**src/rtl/zero_count_accum.sv**
```systemverilog
// zero_count_accum
//   Sits after the 8-bit ones-counter in the counting-zeros datapath.
//   Bytes arrive over a valid/ready handshake. For each accepted byte the
//   block adds its ones count and its zeros count (8 - ones) to running
//   frame totals. A frame ends on an accepted byte with in_last set, or on
//   the FRAME_LEN-th byte. The frame totals are then held on a second
//   valid/ready handshake until the consumer takes them.
//
// Ports
//   clk        rising-edge clock
//   rst_n      asynchronous active-low reset
//   in_valid   in_data/in_last are valid this cycle
//   in_ready   block can accept a byte this cycle
//   in_data    byte to count
//   in_last    final byte of frame, qualified by in_valid
//   out_valid  frame totals are valid
//   out_ready  consumer accepts the totals
//   out_zeros  total zero bits in the frame
//   out_ones   total one bits in the frame
//   out_nbytes number of bytes in the frame (1..FRAME_LEN)
//
// Parameters
//   FRAME_LEN  maximum bytes per frame (>= 1)
//   CNT_W      count width; 2**CNT_W must exceed 8*FRAME_LEN

module zero_count_accum #(
  parameter int FRAME_LEN = 16,
  parameter int CNT_W     = 8
) (
  input  logic             clk,
  input  logic             rst_n,
  input  logic             in_valid,
  output logic             in_ready,
  input  logic [7:0]       in_data,
  input  logic             in_last,
  output logic             out_valid,
  input  logic             out_ready,
  output logic [CNT_W-1:0] out_zeros,
  output logic [CNT_W-1:0] out_ones,
  output logic [CNT_W-1:0] out_nbytes
);

  typedef enum logic [1:0] {
    IDLE  = 2'd0,
    ACCUM = 2'd1,
    HOLD  = 2'd2
  } state_t;

  state_t           state;
  logic [CNT_W-1:0] ones_acc;
  logic [CNT_W-1:0] zeros_acc;
  logic [CNT_W-1:0] nbytes_acc;

  logic [3:0]       pop;
  logic [CNT_W-1:0] ones_nxt;
  logic [CNT_W-1:0] zeros_nxt;
  logic [CNT_W-1:0] nbytes_nxt;
  logic             frame_end;

  // Ones count of the incoming byte; combinational so the byte is counted
  // in the same cycle it is accepted.
  always_comb begin
    pop = 4'd0;
    for (int i = 0; i < 8; i++) begin
      pop = pop + {3'b000, in_data[i]};
    end
  end

  // Totals as they would be after accepting the current byte. The 4-bit
  // counts are zero-extended; the parameter rule rules out overflow.
  assign ones_nxt   = ones_acc + CNT_W'(pop);
  assign zeros_nxt  = zeros_acc + CNT_W'(4'd8 - pop);
  assign nbytes_nxt = nbytes_acc + CNT_W'(1);
  assign frame_end  = in_last || (nbytes_nxt == CNT_W'(FRAME_LEN));

  // Handshake outputs depend on the registered state only, so there is no
  // combinational path from any input to in_ready/out_valid.
  assign in_ready  = (state == ACCUM);
  assign out_valid = (state == HOLD);

  // Frame FSM and accumulators. IDLE exists only to hold in_ready low for
  // the first edge after reset. The accumulators are cleared on handoff
  // rather than on frame end, so HOLD keeps a consistent picture of the
  // frame that is being presented.
  always_ff @(posedge clk or negedge rst_n) begin
    if (!rst_n) begin
      state      <= IDLE;
      ones_acc   <= '0;
      zeros_acc  <= '0;
      nbytes_acc <= '0;
      out_zeros  <= '0;
      out_ones   <= '0;
      out_nbytes <= '0;
    end else begin
      case (state)
        IDLE: begin
          state <= ACCUM;
        end
        ACCUM: begin
          if (in_valid) begin
            ones_acc   <= ones_nxt;
            zeros_acc  <= zeros_nxt;
            nbytes_acc <= nbytes_nxt;
            if (frame_end) begin
              out_ones   <= ones_nxt;
              out_zeros  <= zeros_nxt;
              out_nbytes <= nbytes_nxt;
              state      <= HOLD;
            end
          end
        end
        HOLD: begin
          if (out_ready) begin
            ones_acc   <= '0;
            zeros_acc  <= '0;
            nbytes_acc <= '0;
            state      <= ACCUM;
          end
        end
        default: begin
          state <= IDLE;
        end
      endcase
    end
  end

endmodule

```
**config.mk**
```make
export PLATFORM = sky130hd
export DESIGN_NAME = zero_count_accum
export DESIGN_NICKNAME = d
export VERILOG_FILES = /design/src/rtl/zero_count_accum.sv
export SDC_FILE = /design/constraint.sdc
export NUM_CORES = 1
export LEC_CHECK = 0
export CAP_MARGIN = 15
export CORE_MARGIN = 10
export CORE_UTILIZATION = 45
export DETAILED_ROUTE_END_ITERATION = 8
export PLACE_DENSITY = 0.71
export SYNTH_ARGS = -nofsm -noshare
export SYNTH_HDL_FRONTEND = slang
export SYNTH_SLANG_ARGS = --single-unit
```
**constraint.sdc**
```tcl
create_clock -name clk -period 2.97 [get_ports clk]
set_clock_uncertainty 0.15 [all_clocks]
set_input_delay 0.297 -clock clk [delete_from_list [all_inputs] [get_ports clk]]
set_output_delay 0.297 -clock clk [all_outputs]
set_load 0.03 [all_outputs]
```
# Word-level counts from Yosys, hierarchy flattened
# Cells that the tools add are included.
# classes
eq_ne	6
n_addsub	11
n_reduce_logical	6
muxes	11
# op_table
operator	n
8-bit case mux with 2 select lines	3
8-bit two-way mux	4
4-bit by 1-bit adder with 4-bit output	4
3-bit AND reduction	3
8-bit by 1-bit adder with 8-bit output (second input constant)	1
8-bit by 4-bit adder with 8-bit output	1
8-bit adder	1
8-bit by 5-bit == test with 1-bit output (second input constant)	1
2-bit two-way mux	3
2-bit case mux with 3 select lines	1
4-bit by 4-bit subtractor with 5-bit output (first input constant)	1
3-bit by 1-bit adder with 4-bit output	1
2-bit by 1-bit inequality test with 1-bit output (second input constant)	2
2-bit by 1-bit adder with 3-bit output	1
1-bit by 1-bit adder with 2-bit output	1
2-bit by 1-bit == test with 1-bit output (second input constant)	1
2-bit == test (second input constant)	1
2-bit logical NOT	1
2-bit inequality test (second input constant)	1
2-bit nonzero test	1
1-bit logical OR	1
# word_totals
input_bits	13
reg_bits	50
elab_cells	41
out_inout_bits	26

# Depth between registers and ports, before layout
# logic_depth
word_depth	11
depth_mapped	18
ltp_nobuf	17

# Least setup slack after synthesis
# OpenSTA, ideal clock, no wires.
# synth_path
path_type	input to register
from	input in_data[0]
to	register out_zeros[7]
path_stages	18
arrival_time_ns	4.267
n_path_buf	1
required_ns	2.695
setup_slack_ns	-1.572
cell_sequence	inv_1 -> fa_1 -> fa_1 -> fa_1 -> inv_1 -> ha_1 -> inv_1 -> fa_1 -> ha_1 -> nand2b_1 -> and3_1 -> clkbuf_1 -> ha_1 -> nor3_1 -> nor3_1 -> a21oi_1 -> xnor3_1 -> mux2_4
# synth_via
elab_chain_len	9
# synth_rtl
element	line	rtl
start: declaration	34	input logic [7:0] in_data,
1-bit by 1-bit adder with 2-bit output	65	pop = pop + {3'b000, in_data[i]};
2-bit by 1-bit adder with 3-bit output	65	
3-bit by 1-bit adder with 4-bit output	65	
4-bit by 1-bit adder with 4-bit output (4 in a row)	65	
4-bit by 4-bit subtractor with 5-bit output	72	assign zeros_nxt = zeros_acc + CNT_W'(4'd8 - pop);
8-bit adder	72	
end signal: assignment	106	out_zeros <= zeros_nxt;
end: declaration	38	output logic [CNT_W-1:0] out_zeros,
# No other way between the ends.
# A chain may end at the register's enable or synchronous reset.

# Final worst setup path
# layout_path
from	input in_data[1]
to	register out_zeros[7]
# Same word-level chain as after synthesis.

==> results.cfg <==
[outcome]
status = finished, violations left
violations = negative setup slack

[grt]
track_usage_pct = 13.85
antenna_found_initial = 0
grtUsageMet1_pct = 16.42
met3_usage_pct = 3.608
top_usage_layer = met2
grt_max_degree = 31
grt_pass1_wl_mm = 11.77
first_global_vias = 2486
grt.met2_usage_pct = 24.60
overflow = 0

[cells_and_area]
final_nets = 380
area_growth_pct = 38.78
drive_gt1_share_pct = 35.84
design_area_mm2 = 0.004155
diodes = 0
fin_cells = 423
nFillCells = 468

[floorplanning]
io_pins = 39
die_h_um = 101.6
coreArea_mm2 = 0.006422
start_util_pct = 46.62
die_x_um = 101.6
row_count = 29
die_area_mm2 = 0.01032

[place]
post-place-ws_ns = -2.246
hpwl_mm = 4.889
portBuffers = 38
place.gp.congestion = 0.9278
placed_cells = 408
dpl-instance-area_mm2 = 0.003742

[synthesis]
syn_area_mm2 = 0.002994
yosysWarnings = 0
yosysSeqAreaShare_pct = 41.79
synth-edff-count = 0
synth_ff_type = dfrtp_1
synth.distinct_cells = 41
async_flop_share_pct = 100.0
ys_ff_latch = 50
synth_cells = 274
postSynthAreaPerCell_um2 = 10.93
syn_nets = 309

[routing]
wl_mm = 7.108
ant_nets = 0
drt-initial-drc-count = 85
vias = 2318
first_pass_iters = 4
vias_per_cell = 5.480
drc = 0
route.detailed.wl_per_inst_um = 16.80

[worst_setup_path]
crit_type = input pin to register
worst-path-buf-inv = 5
crit_family = adder cells
crit_slowest_cell = fa_2
max_stage_delay_ns = 0.56
crit_arrival_ns = 4.42
endpoint_kind = register
worstPathRequired_ns = 3.02
rrSetupSlack_ns = 0.45
start_kind = input pin
crit_chain = buf_6 -> inv_2 -> fa_1 -> fa_1 -> fa_1 -> inv_1 -> ha_2 -> inv_2 -> fa_2 -> inv_2 -> nor3_2 -> xor2_1 -> ha_2 -> o21ai_2 -> o211ai_1 -> a21oi_1 -> xnor3_1 -> mux2_4
crit_fanout = 2

[clocking]
cts-root-buf = clkbuf_8
clock-sinks = 50
cts.clk_slew.worst_paths_ns = 0.10
cts_tree = done
clock_path_buffers = 2
cts_made_buffers = 5
clock_latency_ns = 0.31
h-tree-depth = 2

[sta]
fin_crit_sh_pct = 146.9
slew_headroom_pct = 22.90
tightest_slew_ns = 1.157
slew_violations = 0
finalSetupViolCount = 28
max_freq_mhz = 229.1
rsz0062_at_grt = yes
finalHoldViolCount = 0
finalCriticalPeriod_ns = 4.364
timing.hold.ws_ns = 0.3155
finalWorstSetupSlack_ns = -1.394

[pwr]
total_leakage_power_nw = 1.916
powerDensity_mw_per_mm2 = 1062
vdd_ir_drop_max_mv = 0.6848

[worst_hold_path]
hp-class = input pin to asynchronous set/reset pin

[run]
max_cap_viol_count = 0
[Yosys cell counts (7+ instances only)]
master,number,area share (%)
a21oi_1,9,1.5
a22o_1,14,4.1
mux2_4,19,9.5
dfrtp_1,50,42
nor2_1,14,1.8
nand2_1,13,1.6
clkbuf_1,7,0.88
o21ai_0,21,3.5
ha_1,16,6.7
inv_1,22,2.8
xor2_1,7,2.0
xnor2_1,8,2.3
[routing by layer]
metal / wire length, µm / up-vias / part of all wire (%)
met5: 0 / - / 0
met4: 30 / 0 / 0.42
met3: 328 / 4 / 4.6
met2: 3718 / 40 / 52
met1: 3030 / 1168 / 43
li1: - / 1106 / -
[final cells by class]
cell class	count	area, µm²	area share (%)
repair buffers	76	700.7	16.86
inverters	22	90.09	2.168
multi-input cells	190	1926	46.34
clock inverters	1	5.005	0.1204
well taps	77	96.34	2.319
flip-flops and latches	50	1251	30.11
clock buffers	7	86.33	2.078
[placed cells by master, fill, tap and decap left out, types with 4 or more instances in the layout]
master           instances
clkdlybuf4s50_1         34
ha_1                     7
ha_4                     7
o21ai_0                 16
inv_1                   16
nand2_1                 13
inv_2                    5
xor2_1                   6
xnor2_1                  4
buf_6                   12
clkbuf_8                 6
nor3_2                   5
a22o_1                  14
dfrtp_1                 50
a21o_1                   5
mux2_4                  19
nor2b_1                  6
a21oi_1                  6
o31ai_1                  4
buf_4                   28
o21ai_2                  4
nor2_1                  10
[per-stage QoR]
step,power (mW),TNS (ns),util [%]
global route,4.686,-32.95,64.70
floorplan,2.566,-27.73,-
CTS,4.060,-28.94,62.09
global placement,3.310,-51.68,58.27
finish,4.411,-29.44,64.70
detailed placement,3.367,-55.46,58.27
[state kept, by name (all words and copies together) (netlist names)]
register    cells
ones_acc        8
out_nbytes      8
state           2
out_zeros       8
out_ones        8
nbytes_acc      8
zeros_acc       8
[final timing paths]
kind                                    start             to  cells after the start
worst max register to register  nbytes_acc[0]    out_ones[0]                      7
worst min register to register    out_ones[4]    out_ones[4]                      1
worst min-delay path                    rst_n  out_nbytes[2]                      2
max in group asynchronous               rst_n   zeros_acc[2]                      3
worst max-delay path               in_data[1]   out_zeros[7]                     18
min in group clk                  out_ones[4]    out_ones[4]                      1
[cell families after synthesis]
kind of cell / synth area share (%)
AND/OR/NAND/NOR: 10.87
AO/OA/AOI/OAI: 16.01
buffers and inverters: 4.889
multiplexers: 10.61
flip-flops: 41.79
XOR/XNOR: 5.140
adder cells (fa/ha/maj): 10.70
[report_power, final]
part / switching, mW / leakage (nW) / internal (mW)
combinational: 1.34 / 1.23 / 1.55
clock: 0.234 / 0.0482 / 0.189
sequential: 0.198 / 0.641 / 0.904
[repair_timing]
action / in CTS / in global routing
pin swaps: 26 / 23
hold buffers: 1 / 0
setup endpoints to repair: 32 / 28
endpoints found under the hold margin: 20 / 0
gates resized for setup: 40 / 23
buffers inserted: 5 / 3
(Power assumes the default switching activity.)
